[config.mk]
export PLATFORM = sky130hd
export DESIGN_NAME = snake_sfx_sequencer_flat
export DESIGN_NICKNAME = d
export VERILOG_FILES = /design/src/rtl/snake_audio_pkg.sv /design/src/rtl/snake_sfx_sequencer_if.sv /design/src/rtl/snake_sfx_rom.sv /design/src/rtl/snake_sfx_sequencer.sv /design/src/flat_wrapper.sv
export SDC_FILE = /design/constraint.sdc
export NUM_CORES = 1
export LEC_CHECK = 0
export ABC_CLOCK_PERIOD_IN_PS = 2500
export CORE_UTILIZATION = 53
export CTS_CLUSTER_DIAMETER = 120
export DETAILED_ROUTE_END_ITERATION = 10
export PLACE_DENSITY = 0.72
export SLEW_MARGIN = 5
export SYNTH_ARGS = -nofsm -noshare
export SYNTH_HDL_FRONTEND = slang
export SYNTH_SLANG_ARGS = --single-unit
[constraint.sdc]
create_clock -name sys_clk -period 2.5 [get_ports sys_clk]
set_input_delay 0.375 -clock sys_clk [delete_from_list [all_inputs] [get_ports sys_clk]]
set_output_delay 0.375 -clock sys_clk [all_outputs]
set_load 0.05 [all_outputs]
[src/rtl/snake_audio_pkg.sv]
// Shared constants for the Snake audio path: note dividers at 50 MHz,
// sound-effect sequence codes and sequencer FSM state encodings.
package snake_audio_pkg;

  // Square-wave divider counts at 50 MHz; 0 keeps the beeper silent.
  localparam logic [17:0] DO   = 18'd190839;
  localparam logic [17:0] MI   = 18'd151514;
  localparam logic [17:0] SO   = 18'd127550;
  localparam logic [17:0] HDO  = 18'd95419;
  localparam logic [17:0] REST = 18'd0;

  // Sequence selector, also visible to game logic as cur_seq.
  typedef enum logic [1:0] {
    SEQ_NONE  = 2'd0,
    SEQ_EAT   = 2'd1,
    SEQ_START = 2'd2,
    SEQ_DIE   = 2'd3
  } seq_e;

  // Sequencer states.
  typedef enum logic [1:0] {
    IDLE = 2'd0,
    LOAD = 2'd1,
    PLAY = 2'd2,
    GAP  = 2'd3
  } state_e;

  // Bit positions inside the pending-request vector.
  localparam int PEND_EAT   = 0;
  localparam int PEND_START = 1;
  localparam int PEND_DIE   = 2;

endpackage

[src/rtl/snake_sfx_sequencer_if.sv]
// Bundle between game logic and the sound-effect sequencer.
//
// Signalling: req_eat/req_start/req_die are fire-and-forget one-cycle
// pulses sampled on each rising sys_clk edge; there is no ready or
// back-pressure, the sequencer latches every pulse into a pending bit and
// pulses arriving while that bit is still pending merge into one request.
// mute is a level. freq_data, busy, cur_seq and dbg_state are registered
// status outputs, valid every cycle.
interface snake_sfx_sequencer_if;
  import snake_audio_pkg::*;

  logic        req_eat;
  logic        req_start;
  logic        req_die;
  logic        mute;
  logic [17:0] freq_data;
  logic        busy;
  logic [1:0]  cur_seq;
  state_e      dbg_state;

  // Game logic / test side.
  modport master (
    output req_eat, req_start, req_die, mute,
    input  freq_data, busy, cur_seq, dbg_state
  );

  // Sequencer side.
  modport slave (
    input  req_eat, req_start, req_die, mute,
    output freq_data, busy, cur_seq, dbg_state
  );

endinterface

[src/rtl/snake_sfx_rom.sv]
// Note table for the sound effects: (sequence, step) -> (divider, duration).
// A duration of 0 marks the end of a sequence.
module snake_sfx_rom (
  input  logic [1:0]  seq_i,
  input  logic [2:0]  idx_i,
  output logic [17:0] freq_o,
  output logic [2:0]  dur_o
);
  import snake_audio_pkg::*;

  // Pure lookup; anything outside the table reads as the end marker.
  always_comb begin
    freq_o = REST;
    dur_o  = 3'd0;
    case ({seq_i, idx_i})
      {SEQ_EAT,   3'd0}: begin freq_o = SO;  dur_o = 3'd1; end
      {SEQ_EAT,   3'd1}: begin freq_o = HDO; dur_o = 3'd2; end
      {SEQ_START, 3'd0}: begin freq_o = DO;  dur_o = 3'd1; end
      {SEQ_START, 3'd1}: begin freq_o = MI;  dur_o = 3'd1; end
      {SEQ_START, 3'd2}: begin freq_o = SO;  dur_o = 3'd1; end
      {SEQ_START, 3'd3}: begin freq_o = HDO; dur_o = 3'd3; end
      {SEQ_DIE,   3'd0}: begin freq_o = SO;  dur_o = 3'd2; end
      {SEQ_DIE,   3'd1}: begin freq_o = MI;  dur_o = 3'd2; end
      {SEQ_DIE,   3'd2}: begin freq_o = DO;  dur_o = 3'd4; end
      default:           begin freq_o = REST; dur_o = 3'd0; end
    endcase
  end

endmodule

[src/rtl/snake_sfx_sequencer.sv]
// Sound-effect sequencer: latches game event pulses, arbitrates them
// (die > start > eat), and steps through the selected note list, holding
// each note for dur units followed by a short silent gap. A die request
// aborts an eat or start sequence in progress.
module snake_sfx_sequencer #(
  parameter logic [24:0] UNIT_CYCLES = 25'd2499999,
  parameter logic [24:0] GAP_CYCLES  = 25'd249999
) (
  input  logic                   sys_clk,
  input  logic                   sys_rst_n,
  snake_sfx_sequencer_if.slave   bus
);
  import snake_audio_pkg::*;

  state_e      state_q,    state_d;
  seq_e        cur_seq_q,  cur_seq_d;
  logic [2:0]  pend_q,     pend_d;
  logic [2:0]  pend_clr;
  logic [2:0]  idx_q,      idx_d;
  logic [17:0] note_q,     note_d;
  logic [17:0] freq_q,     freq_d;
  logic [2:0]  dur_cnt_q,  dur_cnt_d;
  logic [24:0] unit_cnt_q, unit_cnt_d;
  logic [24:0] gap_cnt_q,  gap_cnt_d;
  logic        busy_q,     busy_d;
  logic        preempt;

  logic [17:0] rom_freq;
  logic [2:0]  rom_dur;

  snake_sfx_rom u_rom (
    .seq_i  (cur_seq_q),
    .idx_i  (idx_q),
    .freq_o (rom_freq),
    .dur_o  (rom_dur)
  );

  // A pending die cuts short anything except another die sequence.
  assign preempt = pend_q[PEND_DIE] && (state_q != IDLE) &&
                   ((cur_seq_q == SEQ_EAT) || (cur_seq_q == SEQ_START));

  // Next-state logic for the sequencer and its counters.
  always_comb begin
    state_d    = state_q;
    cur_seq_d  = cur_seq_q;
    idx_d      = idx_q;
    note_d     = note_q;
    dur_cnt_d  = dur_cnt_q;
    unit_cnt_d = unit_cnt_q;
    gap_cnt_d  = gap_cnt_q;
    busy_d     = busy_q;
    pend_clr   = 3'b000;

    if (preempt) begin
      // The interrupted sequence is dropped, never resumed.
      state_d            = LOAD;
      cur_seq_d          = SEQ_DIE;
      idx_d              = 3'd0;
      note_d             = REST;
      dur_cnt_d          = 3'd0;
      unit_cnt_d         = 25'd0;
      gap_cnt_d          = 25'd0;
      busy_d             = 1'b1;
      pend_clr[PEND_DIE] = 1'b1;
    end else begin
      case (state_q)
        IDLE: begin
          if (pend_q[PEND_DIE]) begin
            cur_seq_d          = SEQ_DIE;
            pend_clr[PEND_DIE] = 1'b1;
          end else if (pend_q[PEND_START]) begin
            cur_seq_d            = SEQ_START;
            pend_clr[PEND_START] = 1'b1;
          end else if (pend_q[PEND_EAT]) begin
            cur_seq_d          = SEQ_EAT;
            pend_clr[PEND_EAT] = 1'b1;
          end else begin
            cur_seq_d = SEQ_NONE;
          end
          if (|pend_q) begin
            idx_d   = 3'd0;
            busy_d  = 1'b1;
            state_d = LOAD;
          end else begin
            busy_d  = 1'b0;
          end
        end

        LOAD: begin
          if (rom_dur == 3'd0) begin
            // End marker: release the beeper and go back to arbitration.
            note_d    = REST;
            busy_d    = 1'b0;
            cur_seq_d = SEQ_NONE;
            state_d   = IDLE;
          end else begin
            note_d     = rom_freq;
            dur_cnt_d  = rom_dur;
            unit_cnt_d = 25'd0;
            state_d    = PLAY;
          end
        end

        PLAY: begin
          if (unit_cnt_q == UNIT_CYCLES) begin
            unit_cnt_d = 25'd0;
            dur_cnt_d  = dur_cnt_q - 3'd1;
            if (dur_cnt_q == 3'd1) begin
              note_d    = REST;
              gap_cnt_d = 25'd0;
              state_d   = GAP;
            end
          end else begin
            unit_cnt_d = unit_cnt_q + 25'd1;
          end
        end

        GAP: begin
          if (gap_cnt_q == GAP_CYCLES) begin
            gap_cnt_d = 25'd0;
            idx_d     = idx_q + 3'd1;
            state_d   = LOAD;
          end else begin
            gap_cnt_d = gap_cnt_q + 25'd1;
          end
        end

        default: begin
          state_d = IDLE;
        end
      endcase
    end

    // A fresh pulse on the selection edge survives the clear: replay once more.
    pend_d = (pend_q & ~pend_clr) | {bus.req_die, bus.req_start, bus.req_eat};

    // mute only masks the output; sequencing runs on regardless.
    freq_d = bus.mute ? REST : note_d;
  end

  // State and datapath registers, cleared asynchronously.
  always_ff @(posedge sys_clk or negedge sys_rst_n) begin
    if (!sys_rst_n) begin
      state_q    <= IDLE;
      cur_seq_q  <= SEQ_NONE;
      pend_q     <= 3'b000;
      idx_q      <= 3'd0;
      note_q     <= REST;
      freq_q     <= REST;
      dur_cnt_q  <= 3'd0;
      unit_cnt_q <= 25'd0;
      gap_cnt_q  <= 25'd0;
      busy_q     <= 1'b0;
    end else begin
      state_q    <= state_d;
      cur_seq_q  <= cur_seq_d;
      pend_q     <= pend_d;
      idx_q      <= idx_d;
      note_q     <= note_d;
      freq_q     <= freq_d;
      dur_cnt_q  <= dur_cnt_d;
      unit_cnt_q <= unit_cnt_d;
      gap_cnt_q  <= gap_cnt_d;
      busy_q     <= busy_d;
    end
  end

  assign bus.freq_data = freq_q;
  assign bus.busy      = busy_q;
  assign bus.cur_seq   = cur_seq_q;
  assign bus.dbg_state = state_q;

endmodule

[src/flat_wrapper.sv]
// flat-port wrapper written by rule: the top's interface ports become plain ports
module snake_sfx_sequencer_flat import snake_audio_pkg::*;
#(
  parameter logic [24:0] UNIT_CYCLES = 25'd2499999,
  parameter logic [24:0] GAP_CYCLES  = 25'd249999
)
  (sys_clk, sys_rst_n, bus_req_eat, bus_req_start, bus_req_die, bus_mute, bus_freq_data, bus_busy, bus_cur_seq, bus_dbg_state);
  snake_sfx_sequencer_if bus_i ();
  input  logic sys_clk;
  input  logic sys_rst_n;
  input wire logic [$bits(bus_i.req_eat)-1:0] bus_req_eat;
  input wire logic [$bits(bus_i.req_start)-1:0] bus_req_start;
  input wire logic [$bits(bus_i.req_die)-1:0] bus_req_die;
  input wire logic [$bits(bus_i.mute)-1:0] bus_mute;
  output wire logic [$bits(bus_i.freq_data)-1:0] bus_freq_data;
  output wire logic [$bits(bus_i.busy)-1:0] bus_busy;
  output wire logic [$bits(bus_i.cur_seq)-1:0] bus_cur_seq;
  output wire logic [$bits(bus_i.dbg_state)-1:0] bus_dbg_state;
  assign bus_i.req_eat = bus_req_eat;
  assign bus_i.req_start = bus_req_start;
  assign bus_i.req_die = bus_req_die;
  assign bus_i.mute = bus_mute;
  assign bus_freq_data = bus_i.freq_data;
  assign bus_busy = bus_i.busy;
  assign bus_cur_seq = bus_i.cur_seq;
  assign bus_dbg_state = bus_i.dbg_state;
  snake_sfx_sequencer #(.UNIT_CYCLES(UNIT_CYCLES), .GAP_CYCLES(GAP_CYCLES)) u_core (.sys_clk(sys_clk), .sys_rst_n(sys_rst_n), .bus(bus_i));
endmodule
==> results.yml, run 1 <==
outcome:
  status: "complete, no violations"
sta:
  tightest_slew_ps: 811.5
  period_minus_slack_ps: 2398
  max_slew_margin_pct: 45.90
  skew_ps: 14.71
  fin_setup_tns_ps: 0
  setup_violations: 0
  drv_slew: 0
  timing.fmax_mhz: 417.0
  post-route-period-util_pct: 95.92
  finalHoldViolCount: 0
  whs_ps: 473.3
  rsz0062_at_grt: "true"
layout:
  diodes: 0
  nets: 600
  multi_input_area_sq_mm: 0.002626
  ff_latch_area_sq_mm: 0.002505
  syn2layout_area_growth_pct: 15.53
  postLayoutCellArea_sq_mm: 0.006088
  fin_util_pct: 62.87
  num-fill-cells: 783
  final_common_cell: "dfrtp_1"
  final_cell_mix: "dfrtp_1, nor2_1, nand2_1, o21ai_0, clkdlybuf4s50_1"
  drive_gt1_share_pct: 11.51
clock_tree:
  cts_tree: "done"
  clock_latency_ps: 380
  numCtsBuffers: 9
  root_buffer: "clkbuf_8"
  clkTransAtPathRegs_ps: 100
  cts.htree.levels: 3
  cts_buffer_depth: 2
  cts_num_sinks: 100
grt:
  grt_max_degree: 43
  grt_usage_pct: 23.56
  antenna_found_initial: 0
  grt_pass1_wl_mm: 19.11
  grt.overflow.total: 0
  grt_pass1_vias: 3999
floorplanning:
  boundaryPins: 29
  dieWidth_um: 101.7
  core_sq_mm: 0.009684
  start_util_pct: 54.42
  die_h_um: 101.7
  rows: 36
  die-area_sq_mm: 0.01035
pwr:
  clkPwrFrac_pct: 16.2
  p_leak_nw: 2.622
  p_sw_w: 0.002754
  max-vdd-ir-drop_uv: 628.4
  comb_power_share_pct: 51.0
  power_frac_seq_pct: 32.7
  power_w: 0.006155
  internal-power_w: 0.003401
  swShare_pct: 44.75
  power_density_mw_per_mm2: 1011
route:
  drt-total-wl_mm: 11.28
  drt-initial-drc-count: 161
  num_vias: 4160
  dr.pass1.iters: 4
  viasPerCell: 5.818
  post_drt_wl_per_cell_um: 15.77
  drcViolationCount: 0
  drtAntennaViolNets: 0
synthesis:
  synth_area_per_cell_sq_um: 9.851
  synth-edff-count: 0
  synth.area.mux_share_pct: 0.8072
  synthDistinctLibCells: 60
  ys_seq_elements: 100
  netlist_area_sq_mm: 0.005270
  synth_xor_area_share_pct: 3.989
  yosys.area_share.simple_pct: 19.28
  synth_top_family_by_area: "compound AO/OA/AOI/OAI gates"
  synthArstFlopShare_pct: 100.0
  syn_nets: 558
  ys_seq_area_share_pct: 47.48
  synth-compound-area-share_pct: 20.54
  yosys.area_share.adder_pct: 4.036
  synth_warnings: 0
  synth_cells: 535
  synth_flop_cell: "dfrtp_1"
critical_path:
  cp-start-kind: "flip-flop"
  worstPathRequired_ps: 2760
  critPathMaxFanout: 29
  crit_type: "reg2reg"
  reg2reg_depth: 9
  endpoint_kind: "flip-flop"
  worstPathArrival_ps: 2660
run:
  cap_violations: 0
worst_hold_path:
  min_path_cells: 1
  hp-class: "reg2reg"
placement:
  port_buffers: 28
  gp_congestion: 0.8534
  dpl.hpwl_mm: 7.786
  placed_cell_area_sq_mm: 0.005819
==> through the flow <==
| stage | worst slack, ps | cells |
|---|---|---|
| after floorplan | 222.0 | 535 |
| after global routing | -54.22 | 715 |
| after CTS | 0.3737 | 713 |
| after detailed placement | 40.45 | 696 |
| after global placement | 148.3 | 696 |
| final | 101.9 | 715 |
==> worst max-delay path, cell delays in order (launching register included) <==
cell	delay [ps]
dfrtp_2	480
inv_1	160
ha_1	240
nand2b_4	80
a211oi_4	360
o31ai_4	120
buf_12	190
a2111oi_2	410
xnor2_1	170
nor2_1	60
==> Yosys cell counts (6+ instances only) <==
cell type | count | area share [%]
a31oi_1 | 8 | 0.95
nor2b_1 | 20 | 2.4
dfrtp_1 | 100 | 47
a211oi_1 | 6 | 0.85
nand2b_1 | 8 | 0.95
buf_2 | 13 | 1.2
a21oi_1 | 23 | 2.2
nand2_1 | 40 | 2.8
o31ai_1 | 19 | 2.7
inv_1 | 20 | 1.4
and3_1 | 10 | 1.2
clkbuf_1 | 9 | 0.64
nand3_1 | 18 | 1.7
ha_1 | 17 | 4.0
o21ai_0 | 35 | 3.3
nand4_1 | 18 | 2.1
xnor2_1 | 24 | 4.0
nor3_1 | 11 | 1.0
a22o_1 | 6 | 1.0
nor2_1 | 44 | 3.1
a21o_1 | 15 | 2.1
==> layout make-up <==
| cell class | count | share of cell area (%) |
|---|---|---|
| multi-input combinational | 389 | 43.14 |
| sequential | 100 | 41.14 |
| timing repair buffer | 57 | 8.714 |
| tap | 133 | 2.733 |
| clock buffer | 11 | 2.322 |
| inverter | 20 | 1.233 |
| clock inverter | 5 | 0.7193 |
==> routing by layer <==
metal / part of all wire, % / track usage [%] / vias up
met5: 0 / 0 / -
met4: 1.9 / 9.142 / 0
li1: - / - / 2028
met2: 47 / 37.53 / 83
met1: 48 / 32.87 / 2034
met3: 3.4 / 2.968 / 15
==> state kept, by name, indices dropped and copies added (netlist names) <==
name,count
u_core.dur_cnt_q,3
u_core.idx_q,3
u_core.note_q,18
u_core.pend_q,3
u_core.unit_cnt_q,25
u_core.bus.busy,1
u_core.bus.dbg_state,2
u_core.bus.freq_data,18
u_core.gap_cnt_q,25
u_core.bus.cur_seq,2
==> power groups by stage <==
stage	Clock (W)	Sequential, W	Combinational [W]
after floorplan	0	0.00246	0.00168
after detailed placement	0	0.00205	0.00300
after global placement	0	0.00205	0.00294
after CTS	0.00102	0.00202	0.00302
after global routing	0.00108	0.00204	0.00340
final	0.000999	0.00201	0.00314
==> cells by family (layout without fill, tap and decap cells) <==
group                      count (synthesis)  in the layout
adders and majority gates                 17             17
buffers and inverters                     46             93
AOI/OAI and AO/OA                        151            151
and+or+nand+nor                          193            193
DFF                                      100            100
muxes                                      4              4
xor gates and xnor gates                  24             24
==> worst paths after layout <==
path | end | slack, ps | from
max | u_core.unit_cnt_q[23] | 100 | u_core.idx_q[1]
min | u_core.note_q[1] | 470 | u_core.note_q[1]
max reg2reg | u_core.unit_cnt_q[23] | 100 | u_core.idx_q[1]
min reg2reg | u_core.note_q[1] | 470 | u_core.note_q[1]
max in group asynchronous | u_core.bus.freq_data[8] | 1340 | sys_rst_n
min in group asynchronous | u_core.bus.freq_data[16] | 530 | sys_rst_n
==> timing repair <==
action | CTS | global route
hold buffers | 1 | 0
buffers inserted | 0 | 2
setup endpoints to repair | 0 | 57
hold endpoints to repair | 31 | 0
gates resized for setup | 0 | 10
No activity file was read; power rests on OpenSTA's default activity.
==> inputs of run 2 (changes only) <==
--- a/config.mk
+++ b/config.mk
@@ -8,6 +8,7 @@
 export ABC_CLOCK_PERIOD_IN_PS = 2500
 export CORE_UTILIZATION = 53
 export CTS_CLUSTER_DIAMETER = 120
+export CTS_CLUSTER_SIZE = 24
 export DETAILED_ROUTE_END_ITERATION = 10
 export PLACE_DENSITY = 0.72
 export SLEW_MARGIN = 5
==> results of run 2 <==
Same layout as run 1: the final DEF is identical, and so are final timing and power.
==> inputs of run 3 (changes only) <==
--- a/config.mk
+++ b/config.mk
@@ -6,11 +6,13 @@
 export NUM_CORES = 1
 export LEC_CHECK = 0
 export ABC_CLOCK_PERIOD_IN_PS = 2500
+export CORE_ASPECT_RATIO = 1.1
 export CORE_UTILIZATION = 53
 export CTS_CLUSTER_DIAMETER = 120
 export CTS_CLUSTER_SIZE = 24
 export DETAILED_ROUTE_END_ITERATION = 10
-export PLACE_DENSITY = 0.72
+export PLACE_DENSITY = 0.7
+export SKIP_CTS_REPAIR_TIMING = 1
 export SLEW_MARGIN = 5
 export SYNTH_ARGS = -nofsm -noshare
 export SYNTH_HDL_FRONTEND = slang
==> run 3 against run 2 <==
Against the previous run: worst setup slack better by 5.5 ps; register-to-register slack about the same; hold slack worse by 460 ps; count of clock-buffer cells in the layout decreased by 2; first-iteration DRC count increased by 75%; sequential power about the same; combinational power fell by 1%; global-route usage down 0.60 points; critical path type unchanged.
==> results.yml, run 3 (synthesis gave the netlist of run 1 again) <==
sta:
  post-route-period-util_pct: 95.70
  max_slew_margin_pct: 57.78
  fin_setup_tns_ps: 0
  drv_slew: 0
  skew_ps: 7.745
  period_minus_slack_ps: 2393
  timing.fmax_mhz: 418.0
  rsz0062_at_grt: "false"
  finalHoldViolCount: 0
  tightest_slew_ps: 633.3
  setup_violations: 0
  whs_ps: 8.347
floorplanning:
  die_h_um: 106.6
  start_util_pct: 55.53
  rows: 37
  boundaryPins: 29
  core_sq_mm: 0.009490
  dieWidth_um: 97.08
  die-area_sq_mm: 0.01035
critical_path:
  endpoint_kind: "flip-flop"
  crit_family: "compound AO/OA/AOI/OAI gates"
  max_stage_delay_ps: 520
  worstPathArrival_ps: 2630
  worstPathRequired_ps: 2730
  worst-path-buf-inv: 1
  critPathMaxFanout: 18
  path_cells: "nor4b_4 > nand4_1 > o41ai_4 > a21oi_2 > buf_4 > a22o_1 > nor2b_1"
  cp-start-kind: "flip-flop"
  crit_type: "reg2reg"
  critPathSlowestCell: "o41ai_4"
placement:
  port_buffers: 28
  numPlacedInstances: 678
  dpl.hpwl_mm: 7.548
  gp_congestion: 0.8277
grt:
  grt_pass1_wl_mm: 19.23
  grt_pass1_vias: 4106
  grt_usage_pct: 22.96
  grt.overflow.total: 0
  antenna_found_initial: 0
  grt_max_degree: 52
layout:
  final_cell_mix: "dfrtp_1, nor2_1, nand2_1, o21ai_0, clkdlybuf4s50_1"
  drive_gt1_share_pct: 11.27
  reg_top3: "u_core.gap_cnt_q x25, u_core.unit_cnt_q x25"
  final_common_cell: "dfrtp_1"
  nets: 596
  diodes: 0
  fin_cells: 694
  syn2layout_area_growth_pct: 14.55
route:
  drt-initial-drc-count: 282
  post_drt_wl_per_cell_um: 16.07
  drtAntennaViolNets: 0
  viasPerCell: 6.078
  num_vias: 4218
  drcViolationCount: 0
  dr.pass1.iters: 5
  drt-total-wl_mm: 11.15
outcome:
  status: "complete, no violations"
clock_tree:
  clkTransAtPathRegs_ps: 100
  numCtsBuffers: 9
  cts_tree: "done"
  cts_num_sinks: 100
  root_buffer: "clkbuf_8"
  clock_latency_ps: 370
  cts_buffer_depth: 2
  cts.htree.levels: 3
pwr:
  max-vdd-ir-drop_uv: 484.9
  power_density_mw_per_mm2: 1022
  p_leak_nw: 2.624
worst_hold_path:
  hp-class: "in2async"
run:
  cap_violations: 0
-- run 3: cell type report --
| class | count | area, sq um |
|---|---|---|
| Tap cell | 117 | 146.4 |
| Clock inverter | 6 | 71.32 |
| Timing Repair Buffer | 53 | 494.2 |
| Clock buffer | 9 | 123.9 |
| Multi-Input combinational cell | 389 | 2623 |
| Fill cell | 782 | 3453 |
| Sequential cell | 100 | 2504 |
| Inverter | 20 | 75.07 |
-- run 3: report_power, final --
group / total, W / internal (W) / switching (W)
clock network: 0.00105 / 0.000470 / 0.000577
logic: 0.00310 / 0.00110 / 0.00200
registers: 0.00203 / 0.00188 / 0.000140
total: 0.00617 / 0.00346 / 0.00271
-- run 3: worst paths after layout --
path / start / endpoint / slack, ps / cells after the start
hold reg to reg: u_core.note_q[13] / u_core.note_q[13] / 470 / 1
hold / removal: sys_rst_n / u_core.pend_q[1] / 8 / 1
setup / recovery: u_core.unit_cnt_q[15] / u_core.bus.freq_data[9] / 110 / 7
min in group sys_clk: u_core.note_q[13] / u_core.note_q[13] / 470 / 1
max in group asynchronous: sys_rst_n / u_core.idx_q[1] / 1760 / 2
setup reg to reg: u_core.unit_cnt_q[15] / u_core.bus.freq_data[9] / 110 / 7
-- run 3: worst register-to-register path, cell delays in order, from the launching register on --
cell and delay (ps):
dfrtp_1 470, nor4b_4 300, nand4_1 260, o41ai_4 520, a21oi_2 100, buf_4 210, a22o_1 270, nor2b_1 130
-- run 3: metal layers --
metal / track usage (%) / share of wire [%]
met5: 0 / 0
met4: 8.849 / 1.1
met3: 4.107 / 3.2
met2: 38.53 / 50
met1: 29.72 / 45
-- run 3: per-stage QoR --
| stage | total power, W | util, % | instance area [sq um] | setup slack (ps) |
|---|---|---|---|---|
| 5_1_grt | 0.006556 | 63.61 | 6037 | 4.551 |
| 6_report | 0.006168 | 63.61 | 6037 | 107.4 |
| 3_5_place_dp | 0.005082 | 60.95 | 5784 | 93.89 |
| 3_3_place_gp | 0.005029 | 60.95 | 5784 | 193.1 |
| 4_1_cts | 0.006158 | 63.01 | 5979 | 60.66 |
| 2_1_floorplan | 0.004141 | - | 5270 | 222.0 |
